<file path="src/rtl/emu_step_ctrl_if.sv">
// Control/status bundle between the host (VIO/testbench) and emu_step_ctrl.
// The host drives the run controls and the emulator's measured outputs; the controller drives the rest.
interface emu_step_ctrl_if #(
    parameter int unsigned N_CH  = 2,
    parameter int unsigned WIDTH = 16,
    parameter int unsigned DEPTH = 32
);
    localparam int unsigned NS_W  = $clog2(DEPTH + 1);
    localparam int unsigned AW    = (DEPTH > 1) ? $clog2(DEPTH) : 1;
    localparam int unsigned CH_W  = (N_CH > 1) ? $clog2(N_CH) : 1;
    localparam int unsigned ROW_W = N_CH * WIDTH;

    logic              start;
    logic              abort;
    logic [NS_W-1:0]   num_steps;
    logic [WIDTH-1:0]  tol;
    logic              load_en;
    logic [AW-1:0]     load_addr;
    logic [ROW_W-1:0]  load_data;
    logic [ROW_W-1:0]  meas_in;
    logic              go_vio;
    logic              rst_vio;
    logic              busy;
    logic              done;
    logic              pass;
    logic [15:0]       err_count;
    logic [AW-1:0]     err_step;
    logic [CH_W-1:0]   err_ch;
    logic [AW-1:0]     step_idx;

    modport master (
        output start, abort, num_steps, tol, load_en, load_addr, load_data, meas_in,
        input  go_vio, rst_vio, busy, done, pass, err_count, err_step, err_ch, step_idx
    );

    modport slave (
        input  start, abort, num_steps, tol, load_en, load_addr, load_data, meas_in,
        output go_vio, rst_vio, busy, done, pass, err_count, err_step, err_ch, step_idx
    );
endinterface

</file>
<file path="src/rtl/emu_step_ctrl.sv">
// Reset/step sequencer for an analog emulator with per-step tolerance checks against an internal table.
// Optional EMU_STEP_CTRL_STOP_ON_FAIL_EN: end the run at the first CHECK that sees any mismatch.
module emu_step_ctrl #(
    parameter int unsigned N_CH       = 2,
    parameter int unsigned WIDTH      = 16,
    parameter int unsigned DEPTH      = 32,
    parameter int unsigned RST_CYCLES = 4,
    parameter int unsigned GO_HI      = 1,
    parameter int unsigned GO_LO      = 1,
    parameter int unsigned SETTLE     = 2
) (
    input  logic           emu_clk,
    input  logic           emu_rst_n,
    emu_step_ctrl_if.slave bus
);
    localparam int unsigned NS_W    = $clog2(DEPTH + 1);
    localparam int unsigned AW      = (DEPTH > 1) ? $clog2(DEPTH) : 1;
    localparam int unsigned CH_W    = (N_CH > 1) ? $clog2(N_CH) : 1;
    localparam int unsigned ROW_W   = N_CH * WIDTH;
    localparam int unsigned DW      = WIDTH + 1;
    localparam int unsigned MAX_A   = (RST_CYCLES > GO_HI) ? RST_CYCLES : GO_HI;
    localparam int unsigned MAX_B   = (GO_LO > SETTLE) ? GO_LO : SETTLE;
    localparam int unsigned CNT_MAX = (MAX_A > MAX_B) ? MAX_A : MAX_B;
    localparam int unsigned CNT_W   = $clog2(CNT_MAX + 1);

    localparam logic [CNT_W-1:0] RST_LOAD    = CNT_W'(RST_CYCLES - 1);
    localparam logic [CNT_W-1:0] GO_HI_LOAD  = CNT_W'(GO_HI - 1);
    localparam logic [CNT_W-1:0] GO_LO_LOAD  = CNT_W'(GO_LO - 1);
    localparam logic [CNT_W-1:0] SETTLE_LOAD = CNT_W'((SETTLE > 0) ? SETTLE - 1 : 0);

    typedef enum logic [3:0] {
        S_IDLE, S_RST, S_PGO_HI, S_PGO_LO, S_SETTLE, S_CHECK, S_GO_HI, S_GO_LO, S_DONE
    } state_t;

    state_t            state_q, state_d;
    logic [CNT_W-1:0]  cnt_q, cnt_d;
    logic [NS_W-1:0]   n_q;
    logic [AW-1:0]     step_idx_q;
    logic              busy_q, done_q, pass_q, go_q, rst_q, err_seen_q;
    logic [15:0]       err_count_q;
    logic [AW-1:0]     err_step_q;
    logic [CH_W-1:0]   err_ch_q;
    logic [N_CH-1:0]   pend_q;
    logic [ROW_W-1:0]  mem_q [DEPTH];

    logic              start_ok_c, cnt_zero_c, last_c;
    logic [NS_W-1:0]   n_clamp_c;
    logic [ROW_W-1:0]  exp_row_c;
    logic [WIDTH-1:0]  meas_ch_c, exp_ch_c;
    logic [DW-1:0]     diff_c, mag_c;
    logic [N_CH-1:0]   fail_c;
    logic [CH_W-1:0]   first_ch_c;
    logic [16:0]       add_c, sum_c;
    logic [15:0]       err_next_c;

    assign start_ok_c = bus.start && !bus.abort && !busy_q && (state_q == S_IDLE || state_q == S_DONE);
    assign cnt_zero_c = (cnt_q == '0);
    assign last_c     = (NS_W'(step_idx_q) == n_q - NS_W'(1));
    assign n_clamp_c  = (bus.num_steps > NS_W'(DEPTH)) ? NS_W'(DEPTH) : bus.num_steps;

    // Per-channel tolerance check; one extra bit keeps meas-exp from overflowing at the extremes
    always_comb begin
        exp_row_c  = mem_q[step_idx_q];
        meas_ch_c  = '0;
        exp_ch_c   = '0;
        diff_c     = '0;
        mag_c      = '0;
        fail_c     = '0;
        first_ch_c = '0;
        for (int c = 0; c < int'(N_CH); c++) begin
            meas_ch_c = bus.meas_in[c*WIDTH +: WIDTH];
            exp_ch_c  = exp_row_c[c*WIDTH +: WIDTH];
            diff_c    = {meas_ch_c[WIDTH-1], meas_ch_c} - {exp_ch_c[WIDTH-1], exp_ch_c};
            mag_c     = diff_c[WIDTH] ? (~diff_c + DW'(1)) : diff_c;
            fail_c[c] = (mag_c > {1'b0, bus.tol});
        end
        for (int c = int'(N_CH) - 1; c >= 0; c--) begin
            if (fail_c[c]) first_ch_c = CH_W'(c);
        end
    end

    // Saturating accumulation of the previous CHECK's failing channels
    always_comb begin
        add_c = '0;
        for (int c = 0; c < int'(N_CH); c++) begin
            add_c = add_c + 17'(pend_q[c]);
        end
        sum_c      = {1'b0, err_count_q} + add_c;
        err_next_c = sum_c[16] ? 16'hFFFF : sum_c[15:0];
    end

    always_comb begin
        state_d = state_q;
        cnt_d   = cnt_q - CNT_W'(1);
        case (state_q)
            S_IDLE, S_DONE: begin
                if (start_ok_c) begin
                    state_d = S_RST;
                    cnt_d   = RST_LOAD;
                end
            end
            S_RST: begin
                if (cnt_zero_c) begin
                    state_d = S_PGO_HI;
                    cnt_d   = GO_HI_LOAD;
                end
            end
            S_PGO_HI, S_GO_HI: begin
                if (cnt_zero_c) begin
                    state_d = (state_q == S_PGO_HI) ? S_PGO_LO : S_GO_LO;
                    cnt_d   = GO_LO_LOAD;
                end
            end
            S_PGO_LO, S_GO_LO: begin
                if (cnt_zero_c) begin
                    if ((state_q == S_PGO_LO) ? (n_q == '0) : last_c) begin
                        state_d = S_DONE;
                    end else begin
                        state_d = (SETTLE == 0) ? S_CHECK : S_SETTLE;
                        cnt_d   = SETTLE_LOAD;
                    end
                end
            end
            S_SETTLE: begin
                if (cnt_zero_c) state_d = S_CHECK;
            end
            S_CHECK: begin
                state_d = S_GO_HI;
                cnt_d   = GO_HI_LOAD;
`ifdef EMU_STEP_CTRL_STOP_ON_FAIL_EN
                if (|fail_c) state_d = S_DONE;
`endif
            end
            default: state_d = S_IDLE;
        endcase
        if (bus.abort) state_d = S_IDLE;
    end

    // Outputs follow the state one cycle behind, so done rises one cycle after DONE entry
    always_ff @(posedge emu_clk or negedge emu_rst_n) begin
        if (!emu_rst_n) begin
            state_q     <= S_IDLE;
            cnt_q       <= '0;
            n_q         <= '0;
            step_idx_q  <= '0;
            busy_q      <= 1'b0;
            done_q      <= 1'b0;
            pass_q      <= 1'b0;
            go_q        <= 1'b0;
            rst_q       <= 1'b1;
            err_seen_q  <= 1'b0;
            err_count_q <= '0;
            err_step_q  <= '0;
            err_ch_q    <= '0;
            pend_q      <= '0;
        end else begin
            state_q <= state_d;
            cnt_q   <= cnt_d;
            if (bus.abort) begin
                go_q        <= 1'b0;
                rst_q       <= 1'b1;
                busy_q      <= 1'b0;
                done_q      <= 1'b0;
                pass_q      <= 1'b0;
                err_count_q <= err_next_c;
                pend_q      <= '0;
            end else if (start_ok_c) begin
                busy_q      <= 1'b1;
                done_q      <= 1'b0;
                pass_q      <= 1'b0;
                go_q        <= 1'b0;
                rst_q       <= 1'b1;
                err_seen_q  <= 1'b0;
                err_count_q <= '0;
                err_step_q  <= '0;
                err_ch_q    <= '0;
                pend_q      <= '0;
                step_idx_q  <= '0;
                n_q         <= n_clamp_c;
            end else begin
                go_q        <= (state_q inside {S_PGO_HI, S_GO_HI});
                rst_q       <= (state_q inside {S_IDLE, S_RST, S_PGO_HI, S_PGO_LO});
                err_count_q <= err_next_c;
                pend_q      <= (state_q == S_CHECK) ? fail_c : '0;
                if (state_q == S_CHECK && |fail_c && !err_seen_q) begin
                    err_seen_q <= 1'b1;
                    err_step_q <= step_idx_q;
                    err_ch_q   <= first_ch_c;
                end
                if (state_q == S_DONE && busy_q) begin
                    busy_q <= 1'b0;
                    done_q <= 1'b1;
                    pass_q <= (err_count_q == '0) && (pend_q == '0);
                end
                if (state_q == S_GO_LO && cnt_zero_c && !last_c) begin
                    step_idx_q <= step_idx_q + AW'(1);
                end
            end
        end
    end

    // Expected-value table; not reset, writable only between runs
    always_ff @(posedge emu_clk) begin
        if (bus.load_en && !busy_q) mem_q[bus.load_addr] <= bus.load_data;
    end

    assign bus.go_vio    = go_q;
    assign bus.rst_vio   = rst_q;
    assign bus.busy      = busy_q;
    assign bus.done      = done_q;
    assign bus.pass      = pass_q;
    assign bus.err_count = err_count_q;
    assign bus.err_step  = err_step_q;
    assign bus.err_ch    = err_ch_q;
    assign bus.step_idx  = step_idx_q;
endmodule

</file>
<file path="src/flat_wrapper.sv">
// flat-port wrapper written by rule: the top's interface ports become plain ports
module emu_step_ctrl_flat 
#(
    parameter int unsigned N_CH       = 2,
    parameter int unsigned WIDTH      = 16,
    parameter int unsigned DEPTH      = 32,
    parameter int unsigned RST_CYCLES = 4,
    parameter int unsigned GO_HI      = 1,
    parameter int unsigned GO_LO      = 1,
    parameter int unsigned SETTLE     = 2
)
  (emu_clk, emu_rst_n, bus_start, bus_abort, bus_num_steps, bus_tol, bus_load_en, bus_load_addr, bus_load_data, bus_meas_in, bus_go_vio, bus_rst_vio, bus_busy, bus_done, bus_pass, bus_err_count, bus_err_step, bus_err_ch, bus_step_idx);
  emu_step_ctrl_if #(.N_CH(N_CH), .WIDTH(WIDTH), .DEPTH(DEPTH)) bus_i ();
  input  logic emu_clk;
  input  logic emu_rst_n;
  input wire logic [$bits(bus_i.start)-1:0] bus_start;
  input wire logic [$bits(bus_i.abort)-1:0] bus_abort;
  input wire logic [$bits(bus_i.num_steps)-1:0] bus_num_steps;
  input wire logic [$bits(bus_i.tol)-1:0] bus_tol;
  input wire logic [$bits(bus_i.load_en)-1:0] bus_load_en;
  input wire logic [$bits(bus_i.load_addr)-1:0] bus_load_addr;
  input wire logic [$bits(bus_i.load_data)-1:0] bus_load_data;
  input wire logic [$bits(bus_i.meas_in)-1:0] bus_meas_in;
  output wire logic [$bits(bus_i.go_vio)-1:0] bus_go_vio;
  output wire logic [$bits(bus_i.rst_vio)-1:0] bus_rst_vio;
  output wire logic [$bits(bus_i.busy)-1:0] bus_busy;
  output wire logic [$bits(bus_i.done)-1:0] bus_done;
  output wire logic [$bits(bus_i.pass)-1:0] bus_pass;
  output wire logic [$bits(bus_i.err_count)-1:0] bus_err_count;
  output wire logic [$bits(bus_i.err_step)-1:0] bus_err_step;
  output wire logic [$bits(bus_i.err_ch)-1:0] bus_err_ch;
  output wire logic [$bits(bus_i.step_idx)-1:0] bus_step_idx;
  assign bus_i.start = bus_start;
  assign bus_i.abort = bus_abort;
  assign bus_i.num_steps = bus_num_steps;
  assign bus_i.tol = bus_tol;
  assign bus_i.load_en = bus_load_en;
  assign bus_i.load_addr = bus_load_addr;
  assign bus_i.load_data = bus_load_data;
  assign bus_i.meas_in = bus_meas_in;
  assign bus_go_vio = bus_i.go_vio;
  assign bus_rst_vio = bus_i.rst_vio;
  assign bus_busy = bus_i.busy;
  assign bus_done = bus_i.done;
  assign bus_pass = bus_i.pass;
  assign bus_err_count = bus_i.err_count;
  assign bus_err_step = bus_i.err_step;
  assign bus_err_ch = bus_i.err_ch;
  assign bus_step_idx = bus_i.step_idx;
  emu_step_ctrl #(.N_CH(N_CH), .WIDTH(WIDTH), .DEPTH(DEPTH), .RST_CYCLES(RST_CYCLES), .GO_HI(GO_HI), .GO_LO(GO_LO), .SETTLE(SETTLE)) u_core (.emu_clk(emu_clk), .emu_rst_n(emu_rst_n), .bus(bus_i));
endmodule
</file>
<file path="config.mk">
export PLATFORM = sky130hd
export DESIGN_NAME = emu_step_ctrl_flat
export DESIGN_NICKNAME = d
export VERILOG_FILES = /design/src/rtl/emu_step_ctrl_if.sv /design/src/rtl/emu_step_ctrl.sv /design/src/flat_wrapper.sv
export SDC_FILE = /design/constraint.sdc
export NUM_CORES = 1
export LEC_CHECK = 0
export CORE_MARGIN = 2
export CORE_UTILIZATION = 60
export DETAILED_ROUTE_END_ITERATION = 10
export GPL_TIMING_DRIVEN = 0
export PLACE_DENSITY = 0.84
export SYNTH_ARGS = -nofsm -noshare
export SYNTH_HDL_FRONTEND = slang
export SYNTH_SLANG_ARGS = --single-unit
</file>
<file path="constraint.sdc">
create_clock -name emu_clk -period 13.1 [get_ports emu_clk]
set_input_delay 2.62 -clock emu_clk [delete_from_list [all_inputs] [get_ports emu_clk]]
set_output_delay 2.62 -clock emu_clk [all_outputs]
set_load 0.005 [all_outputs]
</file>
==> results.sh, run 1 <==
export IMPL_routed_wl_um=131000
export IMPL_hold_viol=0
export IMPL_drt_pre_antenna_iters=7
export IMPL_path_class="reg2reg"
export IMPL_slew_headroom=0.0517
export IMPL_dp_cells=3335
export IMPL_drc=0
export IMPL_path_clk_slew_ps=60
export IMPL_rsz0062_at_grt="no"
export IMPL_finalCritPeriodShare=0.706
export IMPL_grt_pass1_vias=26500
export IMPL_grt_usage=0.347
export IMPL_synth_top_cell_by_area="edfxtp_1"
export IMPL_yosysTopAreaCellShare=0.690
export IMPL_grt_ovfl_total=0
export IMPL_cp_required_ps=13600
export IMPL_slew_violations=0
export IMPL_synth_area_leaders="edfxtp_1, mux4_2, dfrtp_1, ha_1, mux2i_1"
export IMPL_ant_nets=0
export IMPL_ctsResizeCount=0
export IMPL_ys_top_cells_by_count="edfxtp_1, mux4_2, nor2_1"
export IMPL_cts_hold_buf=0
export IMPL_layout_drive_gt1_share=0.218
export IMPL_top_layer="met5"
export IMPL_cp_max_fo=10
export IMPL_dieHeight_um=276
export IMPL_synth_distinct_cells=74
export IMPL_synth_ff_type="edfxtp_1"
export IMPL_clk_latency_ps=700
export IMPL_setup_violations=0
export IMPL_cellPowerDensity_mw_per_mm2=139
export IMPL_synth_nets=2390
export IMPL_timing_setup_tns_ps=0
export IMPL_clockRootBuffer="clkbuf_16"
export IMPL_cts_path_max_buffers=3
export IMPL_wl_met3_um=16400
export IMPL_die_w_um=276
export IMPL_cts_buffers=101
export IMPL_nets=2652
export IMPL_num_vias=25900
export IMPL_dp_hpwl_um=77600
export IMPL_finClkSkew_ps=40.2
export IMPL_outcome="completed"
export IMPL_crit_path_start_kind="register"
export IMPL_synth_edf_count=1024
export IMPL_synth_ff_latch_count=1072
export IMPL_routabilityCongestion=0.900
export IMPL_cts_sinks=1072
export IMPL_antenna_found_initial=7
export IMPL_stdcell_count=3522
export IMPL_core_area_sq_mm=0.0732
export IMPL_finalCriticalPeriod_ps=9250
export IMPL_yosysMostFrequentCell="edfxtp_1"
export IMPL_crit_arrival_ps=9750
export IMPL_synthArstFlopShare=0.0448
export IMPL_syn_avg_cell_area_sq_um=20.1
export IMPL_synthCells=2217
export IMPL_fmax_mhz=108
export IMPL_vias_per_cell=7.35
export IMPL_dieArea_sq_mm=0.0764
export IMPL_seq_area_frac_synth=0.717
export IMPL_max_vdd_ir_drop_mv=0.0969
export IMPL_post_drt_wl_per_cell_um=37.2
export IMPL_met2_length_um=63000
export IMPL_grt_pass1_wl_um=188000
export IMPL_drt_iter0_markers=4288
export IMPL_grt_start_max_net_pins=39
export IMPL_tightest_slew_ps=1420
export IMPL_start_util=0.609
export IMPL_syn_to_final_growth_pct=14.8
export IMPL_ios=128
export IMPL_cp_end_kind="register"
export IMPL_hold_ws_ps=494
export IMPL_htree_num_levels=3
export IMPL_syn_cell_area_sq_mm=0.0446
export IMPL_maxCapViolations=0
export IMPL_wl_met1_um=42700
export IMPL_post_cts_buffers=0
export IMPL_yosysWarnings=0
export IMPL_worst_hold_path_type="reg2reg"
export IMPL_p_leak_nw=16.4
export IMPL_cts_tree="yes"
export IMPL_port_buffers=126
export IMPL_std_cell_rows=99
sequential cells by signal, summed over array words and instances (netlist names), 2 cells and up:
signal	flops
u_core.bus.err_step	5
u_core.bus.step_idx	5
u_core.mem_q	1024
u_core.pend_q	2
u_core.n_q	6
u_core.bus.err_count	16
u_core.state_q	4
u_core.cnt_q	3
per-layer routing:
metal  vias to the layer above  global-route usage
li1                       9715                   -
met2                      2519               0.557
met3                       612               0.101
met5                         -                   0
met4                         8               0.205
met1                     13000               0.425
logic make-up (layout without fill, tap and decap cells):
logic type / after synthesis / in the layout / synth area share
adders and majority gates: 77 / 77 / 0.0221
other: 0 / 4 / 0
and+or+nand+nor: 297 / 297 / 0.0331
xor gates and xnor gates: 69 / 69 / 0.0136
DFF: 1072 / 1072 / 0.717
buffers and inverters: 145 / 487 / 0.0124
muxes: 363 / 363 / 0.172
AOI/OAI and AO/OA: 194 / 194 / 0.0301
layout by cell type (no fill, tap or decap), types with 7 or more instances in the layout:
master | synthesis | layout
nor2_4 | 0 | 32
xor2_1 | 26 | 26
a211oi_1 | 7 | 7
or3_1 | 7 | 7
nor3_1 | 25 | 25
edfxtp_1 | 1024 | 1024
nor2b_1 | 7 | 7
nand4_1 | 16 | 16
nand2_1 | 70 | 70
buf_2 | 6 | 7
clkdlybuf4s50_1 | 0 | 125
nor2_1 | 84 | 52
o21ai_0 | 39 | 39
clkinv_1 | 0 | 24
ha_1 | 74 | 74
bufinv_16 | 0 | 7
a21oi_1 | 56 | 56
xnor2_1 | 43 | 43
nor4_1 | 8 | 8
buf_16 | 0 | 8
and3_1 | 11 | 11
nand2b_1 | 12 | 12
buf_12 | 0 | 25
mux2i_1 | 40 | 40
a31oi_1 | 10 | 10
buf_1 | 17 | 17
a21o_1 | 29 | 29
clkbuf_16 | 0 | 104
or2_2 | 8 | 8
clkinv_2 | 0 | 13
clkbuf_1 | 75 | 102
inv_1 | 46 | 46
mux4_2 | 320 | 320
dfrtp_1 | 47 | 47
nand3_1 | 19 | 19
critical path, cell delays in order (launching register included):
cell and delay, ps:
dfrtp_1 400, clkbuf_1 570, clkbuf_1 570, buf_1 1080
mux4_2 640, mux4_2 560, mux2i_1 540, ha_1 420
nor2_1 240, o31ai_2 130, o21a_1 250, o32ai_4 360
nand2_1 120, a41oi_2 440, buf_2 330, o41ai_1 130
xnor2_1 200, ha_1 280, a21o_1 170, a21o_1 170
a21oi_1 130, o21a_1 130, o211ai_1 80, and3_1 220
a41oi_2 450, a21oi_4 200, mux2i_1 160
final cells by class:
| cell class | instances | area [sq um] |
|---|---|---|
| Tap cell | 959 | 1200 |
| Multi-Input combinational cell | 1000 | 12300 |
| Clock inverter | 51 | 459 |
| Sequential cell | 1072 | 32000 |
| Timing Repair Buffer | 159 | 1980 |
| Fill cell | 3949 | 22100 |
| Clock buffer | 132 | 2710 |
| Buffer | 98 | 377 |
| Inverter | 47 | 176 |
| Antenna cell | 4 | 10.0 |
metrics by stage:
stage | utilization | setup slack [ps] | power [mW] | area (sq um)
finish | 0.699 | 3850 | 7.13 | 51100
global route | 0.699 | 3590 | 7.28 | 51100
CTS | 0.699 | 4000 | 7.11 | 51100
detailed placement | 0.655 | 4150 | 4.28 | 48000
global placement | 0.642 | 4370 | 4.23 | 47000
floorplan | - | 6260 | 4.10 | 44600
final timing paths:
kind / from / endpoint / slack (ps) / depth (start not counted)
max: u_core.bus.step_idx[0] / u_core.bus.err_step[3] / 3850 / 26
min: u_core.err_seen_q / u_core.err_seen_q / 490 / 1
max reg2reg: u_core.bus.step_idx[0] / u_core.bus.err_step[3] / 3850 / 26
min reg2reg: u_core.err_seen_q / u_core.err_seen_q / 490 / 1
max in group asynchronous: emu_rst_n / u_core.bus.rst_vio / 10740 / 2
min in group asynchronous: emu_rst_n / u_core.bus.err_step[1] / 1790 / 1
power breakdown:
part | internal, mW | switching [mW]
clock | 1.60 | 1.30
combinational | 0.146 | 0.265
sequential | 3.80 | 0.0247
No activity file was read; power rests on OpenSTA's default activity.
==> inputs of run 2 (changes only) <==
--- a/config.mk
+++ b/config.mk
@@ -6,10 +6,10 @@
 export NUM_CORES = 1
 export LEC_CHECK = 0
 export CORE_MARGIN = 2
-export CORE_UTILIZATION = 60
+export CORE_UTILIZATION = 56
 export DETAILED_ROUTE_END_ITERATION = 10
 export GPL_TIMING_DRIVEN = 0
-export PLACE_DENSITY = 0.84
+export PLACE_DENSITY = 0.82
 export SYNTH_ARGS = -nofsm -noshare
 export SYNTH_HDL_FRONTEND = slang
 export SYNTH_SLANG_ARGS = --single-unit
==> constraint.sdc (replaced) <==
create_clock -name emu_clk -period 8.4 [get_ports emu_clk]
set_input_delay 1.68 -clock emu_clk [delete_from_list [all_inputs] [get_ports emu_clk]]
set_output_delay 1.68 -clock emu_clk [all_outputs]
set_load 0.005 [all_outputs]
==> run 2 against run 1 <==
Net effect: utilization is 4.7 points lower; clock skew is 19 ps lower; sequential share of layout area is 0.32 points lower; global-route usage is 2.9 points lower; hold slack worse by 12 ps; via count is 2.4% lower; total power is 57% higher; critical path depth stayed put; critical endpoint unchanged; largest power group unchanged.
==> results.sh, run 2 (synthesis gave the netlist of run 1 again) <==
export IMPL_ios=128
export IMPL_largest_reg_flops=1024
export IMPL_cp_max_fo=10
export IMPL_routed_wl_um=129000
export IMPL_routabilityCongestion=0.936
export IMPL_fillCellCount=4769
export IMPL_dieArea_sq_mm=0.0818
export IMPL_drc=0
export IMPL_start_util=0.565
export IMPL_grt_start_max_net_pins=39
export IMPL_r2r_slack_ps=340
export IMPL_fin_util=0.652
export IMPL_cts_tree="yes"
export IMPL_syn_to_final_growth_pct=15.4
export IMPL_drt_pre_antenna_iters=6
export IMPL_layout_commonest_cell="edfxtp_1"
export IMPL_grt_usage=0.318
export IMPL_fmax_mhz=124
export IMPL_hold_viol=0
export IMPL_rsz0062_at_grt="no"
export IMPL_finClkSkew_ps=21.3
export IMPL_cellPowerDensity_mw_per_mm2=218
export IMPL_cts_path_max_buffers=3
export IMPL_crit_arrival_ps=8590
export IMPL_layout_drive_gt1_share=0.241
export IMPL_top_register="u_core.mem_q"
export IMPL_tightest_slew_ps=1300
export IMPL_port_buffers=126
export IMPL_drt_iter0_markers=4091
export IMPL_slew_headroom=0.129
export IMPL_die_w_um=286
export IMPL_stdcell_count=3613
export IMPL_core_area_sq_mm=0.0789
export IMPL_setup_violations=0
export IMPL_finalCritPeriodShare=0.960
export IMPL_maxCapViolations=0
export IMPL_grt_pass1_vias=25600
export IMPL_cts_sinks=1072
export IMPL_grt_ovfl_total=0
export IMPL_cts_buffers=101
export IMPL_grt_pass1_wl_um=183000
export IMPL_cp_end_kind="register"
export IMPL_num_vias=25300
export IMPL_worst_hold_path_type="reg2reg"
export IMPL_max_vdd_ir_drop_mv=0.157
export IMPL_ant_nets=0
export IMPL_finalWorstSetupSlack_ps=336
export IMPL_dp_cells=3426
export IMPL_outcome="completed"
export IMPL_post_cts_buffers=0
export IMPL_final_cell_mix="edfxtp_1, mux4_2, clkdlybuf4s50_1, clkbuf_16, ha_1"
export IMPL_p_leak_nw=16.6
export IMPL_htree_num_levels=3
export IMPL_crit_path_start_kind="register"
export IMPL_slew_violations=0
export IMPL_pre_cts_ws_ps=-561
export IMPL_cp_required_ps=8930
export IMPL_dp_hpwl_um=74700
export IMPL_dieHeight_um=286
export IMPL_clockRootBuffer="clkbuf_16"
export IMPL_path_clk_slew_ps=70
export IMPL_post_drt_wl_per_cell_um=35.7
export IMPL_nets=2652
export IMPL_vias_per_cell=7.00
export IMPL_path_class="reg2reg"
export IMPL_clk_latency_ps=690
export IMPL_std_cell_rows=103
export IMPL_finalCriticalPeriod_ps=8060
export IMPL_antenna_found_initial=2
-- run 2: cell types whose count changed in the layout (fill, tap and decap cells not counted), sizes merged --
| cell | before | now |
|---|---|---|
| inv | 49 | 53 |
| clkinvlp | 2 | 6 |
| clkinv | 40 | 38 |
| clkdlybuf4s18 | 0 | 2 |
| buf | 57 | 46 |
| diode | 4 | 1 |
| bufinv | 7 | 10 |
| clkbuf | 207 | 203 |
| clkdlybuf4s15 | 0 | 7 |
-- run 2: area by class of cell --
class                      instances  area, sq um  area share
sequential                      1072        32000       0.622
multi-input combinational       1000        12300       0.239
clock buffer                     126         2640      0.0514
timing repair buffer             159         1920      0.0373
tap                             1050         1310      0.0256
clock inverter                    60          607      0.0118
buffer                            98          500     0.00974
inverter                          47          176     0.00343
antenna                            1         2.50   0.0000487
-- run 2: repair_timing --
item / CTS / global route
endpoints found under the setup margin: 9 / 9
resized for setup: 46 / 72
hold buffers: 0 / 0
-- run 2: stage by stage --
step / power (mW) / hold WS, ps / TNS, ps / instance area [sq um]
final: 11.2 / 482 / 0 / 51400
after global routing: 11.4 / 499 / 0 / 51400
after CTS: 11.2 / 482 / 0 / 51400
after detailed placement: 6.66 / 468 / -3820 / 48000
after global placement: 6.60 / 454 / -2810 / 47100
after floorplan: 6.40 / 442 / 0 / 44600
-- run 2: power by group --
part	switching, mW	internal [mW]	leakage (nW)	total [mW]
clock network	2.07	2.55	1.57	4.62
registers	0.0361	5.92	9.87	5.96
logic	0.391	0.226	5.12	0.617
total	2.49	8.70	16.6	11.2
-- run 2: worst paths after layout --
kind	cells after the start	endpoint	startpoint
worst max-delay path	26	u_core.bus.err_step[3]	u_core.bus.step_idx[1]
worst min-delay path	1	u_core.err_seen_q	u_core.err_seen_q
worst max register to register	26	u_core.bus.err_step[3]	u_core.bus.step_idx[1]
worst min register to register	1	u_core.err_seen_q	u_core.err_seen_q
max in group asynchronous	2	u_core.bus.rst_vio	emu_rst_n
min in group asynchronous	1	u_core.bus.err_step[4]	emu_rst_n
-- run 2: per-layer routing --
metal / GRT usage / vias to the layer above / wire [um]
met1: 0.396 / 12800 / 42000
met2: 0.519 / 2274 / 63300
met4: 0.173 / 2 / 7980
met3: 0.0792 / 467 / 15700
met5: 0 / - / 13
li1: - / 9704 / -
-- run 2: worst max-delay path, stage by stage (launching register included) --
cell and delay [ps]:
dfrtp_1 390, clkbuf_2 350, clkbuf_1 500, clkbuf_1 700, mux4_2 450, mux4_2 470
mux2i_1 290, ha_1 390, a211oi_2 350, o31ai_2 150, o21a_1 260, o32ai_4 350
nand2_1 120, a41oi_2 430, buf_2 320, o41ai_1 130, xnor2_1 200, ha_1 280
a21o_1 160, a21o_1 170, a21oi_1 140, o21a_1 140, o211ai_1 70, and3_1 210
a41oi_2 470, a21oi_4 200, mux2i_1 150
